### src/rtl/noc_router_param.sv
// Five-port XY mesh router: a FIFO on every input and a one-flit register on every output.
// Each output has a round-robin arbiter, so a flit can move from an input head to an output register every cycle.
module noc_router_param #(
    parameter int DATA_W  = 8,
    parameter int DEPTH   = 4,
    parameter int COORD_W = 2,
    parameter int X_ID    = 0,
    parameter int Y_ID    = 0
) (
    input  logic                  clk,
    input  logic                  rst,
    input  logic [5*DATA_W-1:0]   in_data,
    input  logic [4:0]            in_valid,
    output logic [4:0]            in_ready,
    output logic [5*DATA_W-1:0]   out_data,
    output logic [4:0]            out_valid,
    input  logic [4:0]            out_ready
);

    localparam int PW = $clog2(DEPTH);
    localparam int CW = PW + 1;
    localparam logic [CW-1:0]      FULL    = CW'(DEPTH);
    localparam logic [COORD_W-1:0] MY_X    = COORD_W'(X_ID);
    localparam logic [COORD_W-1:0] MY_Y    = COORD_W'(Y_ID);
    localparam logic [2:0]         PTR_RST = 3'd4;

    logic [DATA_W-1:0] mem [5][DEPTH];
    logic [PW-1:0]     rd_ptr [5];
    logic [PW-1:0]     wr_ptr [5];
    logic [CW-1:0]     count [5];
    logic [DATA_W-1:0] head [5];
    logic [4:0]        nonempty;
    logic [4:0]        push;
    logic [4:0]        pop;
    logic [4:0]        route [5];
    logic [4:0]        req [5];
    logic [4:0]        can_load;
    logic [4:0]        any_grant;
    logic [4:0]        grant [5];
    logic [2:0]        gidx [5];
    logic [2:0]        rr_ptr [5];

    function automatic logic [2:0] wrap5(input logic [3:0] v);
        logic [3:0] r;
        r = (v >= 4'd5) ? (v - 4'd5) : v;
        return r[2:0];
    endfunction

    // One-hot output port chosen by dimension-ordered routing: X first, then Y.
    function automatic logic [4:0] xy_route(input logic [2*COORD_W-1:0] hdr);
        logic [COORD_W-1:0] dx;
        logic [COORD_W-1:0] dy;
        dx = hdr[COORD_W-1:0];
        dy = hdr[2*COORD_W-1:COORD_W];
        if (dx > MY_X)
            return 5'b00010;
        else if (dx < MY_X)
            return 5'b00100;
        else if (dy > MY_Y)
            return 5'b01000;
        else if (dy < MY_Y)
            return 5'b10000;
        else
            return 5'b00001;
    endfunction

    for (genvar p = 0; p < 5; p++) begin : g_in
        assign head[p]     = mem[p][rd_ptr[p]];
        assign nonempty[p] = |count[p];
        assign in_ready[p] = (count[p] < FULL) & ~rst;
        assign push[p]     = in_valid[p] & in_ready[p];
        assign route[p]    = xy_route(head[p][2*COORD_W-1:0]);
        assign pop[p]      = grant[0][p] | grant[1][p] | grant[2][p] | grant[3][p] | grant[4][p];
    end

    for (genvar o = 0; o < 5; o++) begin : g_req
        for (genvar p = 0; p < 5; p++) begin : g_src
            assign req[o][p] = nonempty[p] & route[p][o];
        end
        assign can_load[o] = ~out_valid[o] | out_ready[o];
    end

    // Search starts one past the last winner, so the previous winner gets the lowest priority.
    always_comb begin : arb
        logic [2:0] cand;
        logic       found;
        for (int o = 0; o < 5; o++) begin
            grant[o]     = '0;
            gidx[o]      = rr_ptr[o];
            found        = 1'b0;
            for (int k = 1; k <= 5; k++) begin
                cand = wrap5(4'(rr_ptr[o]) + 4'(k));
                if (can_load[o] && !found && req[o][cand]) begin
                    grant[o][cand] = 1'b1;
                    gidx[o]        = cand;
                    found          = 1'b1;
                end
            end
            any_grant[o] = found;
        end
    end

    // Storage array has no reset; occupancy is tracked by count alone.
    always_ff @(posedge clk) begin
        for (int p = 0; p < 5; p++) begin
            if (push[p])
                mem[p][wr_ptr[p]] <= in_data[p*DATA_W +: DATA_W];
        end
    end

    always_ff @(posedge clk or posedge rst) begin
        if (rst) begin
            for (int p = 0; p < 5; p++) begin
                rd_ptr[p] <= '0;
                wr_ptr[p] <= '0;
                count[p]  <= '0;
            end
        end else begin
            for (int p = 0; p < 5; p++) begin
                if (push[p])
                    wr_ptr[p] <= wr_ptr[p] + PW'(1);
                if (pop[p])
                    rd_ptr[p] <= rd_ptr[p] + PW'(1);
                case ({push[p], pop[p]})
                    2'b10:   count[p] <= count[p] + CW'(1);
                    2'b01:   count[p] <= count[p] - CW'(1);
                    default: count[p] <= count[p];
                endcase
            end
        end
    end

    // Output registers keep their data after a transfer; only the valid flag drops.
    always_ff @(posedge clk or posedge rst) begin
        if (rst) begin
            out_valid <= '0;
            out_data  <= '0;
            for (int o = 0; o < 5; o++)
                rr_ptr[o] <= PTR_RST;
        end else begin
            for (int o = 0; o < 5; o++) begin
                if (any_grant[o]) begin
                    out_valid[o]                  <= 1'b1;
                    out_data[o*DATA_W +: DATA_W]  <= head[gidx[o]];
                    rr_ptr[o]                     <= gidx[o];
                end else if (out_ready[o]) begin
                    out_valid[o] <= 1'b0;
                end
            end
        end
    end

endmodule

### config.mk
export PLATFORM = sky130hd
export DESIGN_NAME = noc_router_param
export DESIGN_NICKNAME = d
export VERILOG_FILES = /design/src/rtl/noc_router_param.sv
export SDC_FILE = /design/constraint.sdc
export NUM_CORES = 1
export LEC_CHECK = 0
export BUFFER_PORTS_ARGS = -buffer_cell sky130_fd_sc_hd__clkbuf_2
export CAP_MARGIN = 15
export CORE_MARGIN = 2
export CORE_UTILIZATION = 50
export DETAILED_ROUTE_END_ITERATION = 6
export PLACE_DENSITY = 0.77
export SLEW_MARGIN = 20
export SYNTH_ARGS = -nofsm -noshare
export SYNTH_HDL_FRONTEND = slang
export SYNTH_SLANG_ARGS = --single-unit
export TNS_END_PERCENT = 1
### constraint.sdc
create_clock -name clk -period 15.7 [get_ports clk]
set_input_delay 0.785 -clock clk [delete_from_list [all_inputs] [get_ports clk]]
set_output_delay 0.785 -clock clk [all_outputs]
set_load 0.01 [all_outputs]
==> reports/metrics.yaml, run 1 <==
run_status:
  status: "finished, final reports clean"
finish:
  fill_cells: 2389
  fin_util_pct: 55.73
  num_antenna_cells: 0
  final_nets: 1457
  drive_gt1_share_pct: 16.41
  syn_to_final_growth_pct: 9.293
hold_path:
  hp-class: "in2reg"
synthesis:
  async_flop_share_pct: 30.74
  synthCells: 1280
  yosys-top-cells-count: "160 x edfxtp_1, 74 x nor2_1, 68 x dfrtp_1"
  synth_area_leaders: "edfxtp_1 33%, dfrtp_1 12%, mux4_2 6.0%"
  synth-seq-cells: 231
  yosysTopAreaCell: "edfxtp_1"
  synth_ff_type: "edfxtp_1"
  seq_area_frac_synth_pct: 44.75
  synth_area_per_cell_um2: 11.50
  synth_top_cell_area_share_pct: 32.65
  ys_warn_count: 0
  yosysMostFrequentCell: "edfxtp_1"
  synth_edf_count: 160
  yosysUniqueCellTypes: 114
  syn_area_mm2: 0.01472
cts:
  cts_setup_buffers: 0
  cts_root_buffer: "clkbuf_16"
  postCtsHoldBufs: 0
  path_clk_slew_ps: 60
  clk_latency_ps: 530
  cts_tree: "yes"
  cts_buffers: 24
  cts_buffer_depth: 3
  cts-resized-gates: 0
  htreeDepth: 1
  cts.sink_count: 231
run:
  max_cap_viol_count: 0
routing:
  drt_first_pass_iters: 6
  antenna_left: 0
  wirelength_mm: 38.38
  drtIter0Drc: 1206
  drc_errors: 0
  wl_per_cell_um: 22.02
  vias: 11055
  viasPerCell: 6.343
critical_path:
  start_kind: "register"
  critPathMaxStageDelay_ps: 900
  crit_path_end_kind: "register"
  path_max_fanout: 19
  cp_slowest_cell: "nand4_1"
  crit_chain: "clkinv_1 -> ha_1 -> inv_1 -> fa_1 -> or2_2 -> o32a_1 -> or2_2 -> o21ai_0 -> nor4_4 -> a211oi_1 -> nand4_1 -> nor2_1 -> a21oi_1 -> nand3_1 -> ha_1 -> inv_1 -> fa_1 -> xor2_1 -> nor2_1 -> xor2_1"
  arrival_ps: 7290
  worstPathRequired_ps: 16140
  crit_type: "reg2reg"
grt:
  grt_max_degree: 72
  overflow: 0
  grt_pass1_vias: 10727
  track_usage_pct: 24.91
  antenna_found_initial: 2
  grt_pass1_wl_mm: 60.29
floorplan:
  die_x_um: 175.6
  core_mm2: 0.02886
  rows: 62
  start_util_pct: 50.99
  die_h_um: 175.6
  die_area_mm2: 0.03082
  io_pins: 102
timing:
  tightest_slew_ps: 1078
  fin_crit_ps: 6849
  fmax_mhz: 146.0
  period_share_pct: 43.62
  finalClockSkew_ps: 23.41
  setup_viol_count_final: 0
  slew_headroom_pct: 26.29
  finalHoldViolCount: 0
  slew_violations: 0
  rsz0062_at_grt: "false"
  tns_ps: 0
placement:
  dp_hpwl_mm: 28.86
  gp_congestion: 0.9341
  port_buffers: 81
final timing paths:
path / from / to / slack (ps) / cells past startpoint
max: rr_ptr[12] / count[11] / 8850 / 20
min: in_data[6] / mem[0][22] / 470 / 1
max reg2reg: rr_ptr[12] / count[11] / 8850 / 20
min reg2reg: out_data[0] / out_data[0] / 490 / 1
max in group asynchronous: rst / count[5] / 14470 / 3
min in group asynchronous: rst / wr_ptr[6] / 670 / 3
state kept, by name (all words and copies together), names as in the netlist:
name,flops
out_valid,3
rd_ptr,10
rr_ptr,9
mem,160
count,15
wr_ptr,10
out_data,24
critical path: cells and delay by family (launching register included):
family	cells	cell delay (ps)
DFF	1	720
buffers and inverters	3	650
xor gates and xnor gates	2	290
adders and majority gates	4	1390
AOI/OAI and AO/OA	4	1440
and+or+nand+nor	7	2300
metal layers:
layer | GRT usage [%] | wire length (um) | up-vias
li1 | - | - | 5049
met1 | 34.62 | 16080 | 5414
met2 | 40.06 | 18040 | 475
met3 | 3.485 | 2752 | 115
met4 | 9.298 | 1497 | 2
met5 | 0 | 13 | -
layout make-up:
| type | instances | area [um2] | area share (%) |
|---|---|---|---|
| inverters | 63 | 237.7 | 1.478 |
| clock buffers | 29 | 640.6 | 3.983 |
| well taps | 384 | 480.5 | 2.987 |
| repair buffers | 85 | 439.2 | 2.731 |
| flip-flops and latches | 231 | 6585 | 40.94 |
| multi-input cells | 936 | 7577 | 47.11 |
| clock inverters | 15 | 122.6 | 0.7624 |
kinds of logic after synthesis:
| kind of cell | synth area share [%] |
|---|---|
| multiplexers | 11.23 |
| AND/OR/NAND/NOR | 14.73 |
| AO/OA/AOI/OAI | 16.61 |
| adder cells (fa/ha/maj) | 5.850 |
| flip-flops | 44.75 |
| other | 0.02548 |
| buffers and inverters | 4.302 |
| XOR/XNOR | 2.500 |
cells in the final DEF, fill, tap and decap left out, drive strengths merged, types with 24 or more instances in the layout:
master / synthesis / routed
a21oi: 53 / 53
and3: 31 / 31
clkbuf: 24 / 110
dfrtp: 68 / 68
edfxtp: 160 / 160
ha: 56 / 56
inv: 62 / 65
mux2i: 59 / 59
mux4: 43 / 43
nand2: 61 / 61
nand2b: 24 / 24
nand3: 31 / 31
nor2: 74 / 74
nor3: 28 / 28
o21ai: 56 / 56
xnor2: 25 / 25
stage by stage:
| step | cell area, um2 | cells | hold WS (ps) | setup WS (ps) |
|---|---|---|---|---|
| floorplan | 14780 | 1297 | 455.5 | 10710 |
| global placement | 15300 | 1699 | 467.9 | 9177 |
| detailed placement | 15310 | 1699 | 472.6 | 9092 |
| CTS | 16080 | 1743 | 473.3 | 9051 |
| global route | 16080 | 1743 | 479.9 | 8294 |
| finish | 16080 | 1743 | 470.9 | 8851 |
Power of run 1 is not shown: default switching activity piles up to over one toggle a cycle in this logic, so the estimate is an artifact.
==> inputs of run 2 (changes only) <==
ABC_AREA = 1   (was default)
PLACE_DENSITY = 0.8   (was 0.77)
clock period = 5.9 ns   (was 15.7 ns; I/O delays follow)
==> run 2 against run 1 <==
The flow now finishes with violations (negative hold slack). Fmax rose by 39%. Area after synthesis rose by 0.14%. Sequential share of layout area fell by 0.50 points. Via count rose by 13%. Flip-flop and latch count did not move. First-iteration DRC count rose by 1.4%. Hold slack got worse by 470 ps. Routed wire length fell by 0.65%. Cell area rose by 1.2%. Non-clock buffer count rose by 22. Count of clock-buffer cells in the layout rose by 2. Critical path type unchanged.
==> reports/metrics.yaml, run 2 <==
run_status:
  status: "finished with violations"
  failed_checks: "negative hold slack"
finish:
  seq_area_mm2: 0.006585  # unchanged
  fin_area_mm2: 0.01628  # +1.2%
  drive_gt1_share_pct: 15.61  # -0.79 points
  largest_register_ffs: 160  # unchanged
  final_cell_mix: "504 x nand2_1, 197 x nand3_1, 168 x nor2_1"
  final_nets: 1968  # +35%
  final_common_cell: "nand2_1"
  syn_to_final_growth_pct: 10.49
  num_antenna_cells: 0  # unchanged
  multi_input_area_mm2: 0.006995  # -7.7%
  fill_cells: 2436  # +2.0%
placement:
  placed_cell_area_mm2: 0.01523  # -0.52%
  port_buffers: 81  # unchanged
  dp_slack_ps: 1105  # -7986 ps
  dp_hpwl_mm: 28.08  # -2.7%
  gp_congestion: 1.000  # +7.1%
hold_path:
  hp-class: "in2reg"
cts:
  clk_latency_ps: 520  # about the same
  cts_root_buffer: "clkbuf_16"
  path_clk_slew_ps: 60  # about the same
  cts_buffers: 25  # +4.2%
  cts_buffer_depth: 3  # unchanged
  cts.sink_count: 231  # unchanged
  cts_setup_buffers: 0  # unchanged
  htreeDepth: 1  # unchanged
  cts_tree: "yes"
critical_path:
  r2r_slack_ps: 960  # -7900 ps
  worstPathRequired_ps: 6350  # -9790 ps
  crit_type: "reg2reg"
  crit_path_end_kind: "register"
  path_max_fanout: 13  # -6
  start_kind: "register"
  arrival_ps: 5390  # -1900 ps
synthesis:
  async_flop_share_pct: 30.74  # unchanged
  synth_area_leaders: "edfxtp_1 33%, nand2_1 13%, dfrtp_1 12%"
  synth_top_cell_area_share_pct: 32.60  # -0.047 points
  yosys-top-cells-count: "504 x nand2_1, 197 x nand3_1, 168 x nor2_1"
  synthCells: 1758  # +37%
  seq_area_frac_synth_pct: 44.69  # -0.065 points
  ys_warn_count: 0  # unchanged
  yosysUniqueCellTypes: 65  # -43%
  synth_area_per_cell_um2: 8.383  # -27%
  synth_ff_type: "edfxtp_1"
  synth_edf_count: 160  # unchanged
  yosysMostFrequentCell: "nand2_1"
  syn_area_mm2: 0.01474  # +0.14%
  yosysTopAreaCell: "edfxtp_1"
  synth-seq-cells: 231  # unchanged
timing:
  rsz0062_at_grt: "false"
  tns_ps: 0  # unchanged
  slew_violations: 0  # unchanged
  fmax_mhz: 202.2  # +39%
  fin_crit_ps: 4945  # -1904 ps
  tightest_slew_ps: 833.3  # -244.5 ps
  setup_slack_ps: 955.5  # -7896 ps
  timing.hold.ws_ps: -1.779  # -472.6 ps
  finalHoldViolCount: 4  # +4
  period_share_pct: 83.81  # +40 points
  setup_viol_count_final: 0  # unchanged
  slew_headroom_pct: 44.24  # +18 points
  finalClockSkew_ps: 9.229  # -14.18 ps
routing:
  vias: 12542  # +13%
  drt_first_pass_iters: 6  # unchanged
  wirelength_mm: 38.13  # -0.65%
  drc_errors: 0  # unchanged
  viasPerCell: 5.564  # -12%
  drtIter0Drc: 1223  # +1.4%
  antenna_left: 0  # unchanged
  wl_per_cell_um: 16.92  # -23%
floorplan:
  io_pins: 102  # unchanged
  core_mm2: 0.02886  # unchanged
  die_x_um: 175.7  # about the same
  rows: 62  # unchanged
  start_util_pct: 51.07  # +0.074 points
  die_h_um: 175.7  # about the same
  die_area_mm2: 0.03086  # +0.14%
grt:
  antenna_found_initial: 0  # -2
  grt_pass1_vias: 11682  # +8.9%
  overflow: 0  # unchanged
  grt_pass1_wl_mm: 60.66  # +0.62%
  track_usage_pct: 24.66  # -0.25 points
  grt_max_degree: 41  # -43%
run:
  max_cap_viol_count: 0  # unchanged
[run 2: cell count changes after synthesis, moves of 24 or more]
cell      previous run  this run
nor2_1              74       168
nand2_1             57       504
inv_1               61       149
and3_1              30         1
nand3_1             30       197
mux4_2              39         0
inv_2                1        35
mux2i_1             59         0
nand2b_1            24         0
nand2_2              2        31
[run 2: final cells by class]
class / count / area share [%]
multi-input combinational: 1292 / 42.96
clock buffer: 31 / 4.227
sequential: 231 / 40.44
inverter: 195 / 4.618
tap: 384 / 2.951
clock inverter: 14 / 0.7377
timing repair buffer: 107 / 4.057
[run 2: what timing repair did]
| item | 4_1_cts | 5_1_grt |
|---|---|---|
| setup endpoints to repair | 0 | 0 |
| hold endpoints to repair | 94 | 0 |
| hold buffers | 24 | 0 |
| resized for setup | 0 | 0 |
[run 2: metal layers]
metal,GRT usage (%),vias up,part of all wire [%]
met5,0,-,0
met4,7.713,0,3.5
met3,3.874,106,8.3
met2,42.27,590,48
met1,32.25,5881,40
li1,-,5965,-
[run 2: worst max-delay path: stages (launching register included)]
cell and delay, ps:
dfrtp_1 670, inv_2 250, ha_1 270, ha_1 410, o21ai_0 160, nand2_1 140
nand2_1 80, nand2_1 280, inv_1 100, o211ai_1 230, nand3b_2 180, nand4_1 140
nor2_2 100, a21oi_1 140, o21ai_0 120, nor3_1 470, nand2_1 210, ha_1 240
inv_1 100, fa_1 210, a21oi_1 80, o21ai_0 120, xor2_1 170
[run 2: worst paths after layout]
check | from | endpoint | cells past startpoint
min reg2reg | count[3] | count[3] | 1
max reg2reg | rr_ptr[9] | count[14] | 22
max | rr_ptr[9] | count[14] | 22
min in group asynchronous | rst | wr_ptr[8] | 2
min | in_data[27] | mem[0][107] | 1
max in group asynchronous | rst | rr_ptr[14] | 3
[run 2: cells by family (layout without fill, tap and decap cells)]
group	after synthesis	count (layout)	synth area share, %
XOR/XNOR	27	27	1.758
AO/OA/AOI/OAI	174	174	7.285
other	1	18	0.02545
adder cells (fa/ha/maj)	64	64	5.841
AND/OR/NAND/NOR	1009	1009	32.13
buffers and inverters	252	347	8.278
flip-flops	231	231	44.69
[run 2: stage by stage]
stage	utilization, %	instances	hold slack [ps]
floorplan	-	1775	393.9
global placement	52.79	2185	461.5
detailed placement	52.79	2185	463.3
global route	56.42	2254	0.8719
CTS	56.42	2254	0.6799
finish	56.42	2254	-1.779
Power of run 2 is left out for the same reason.
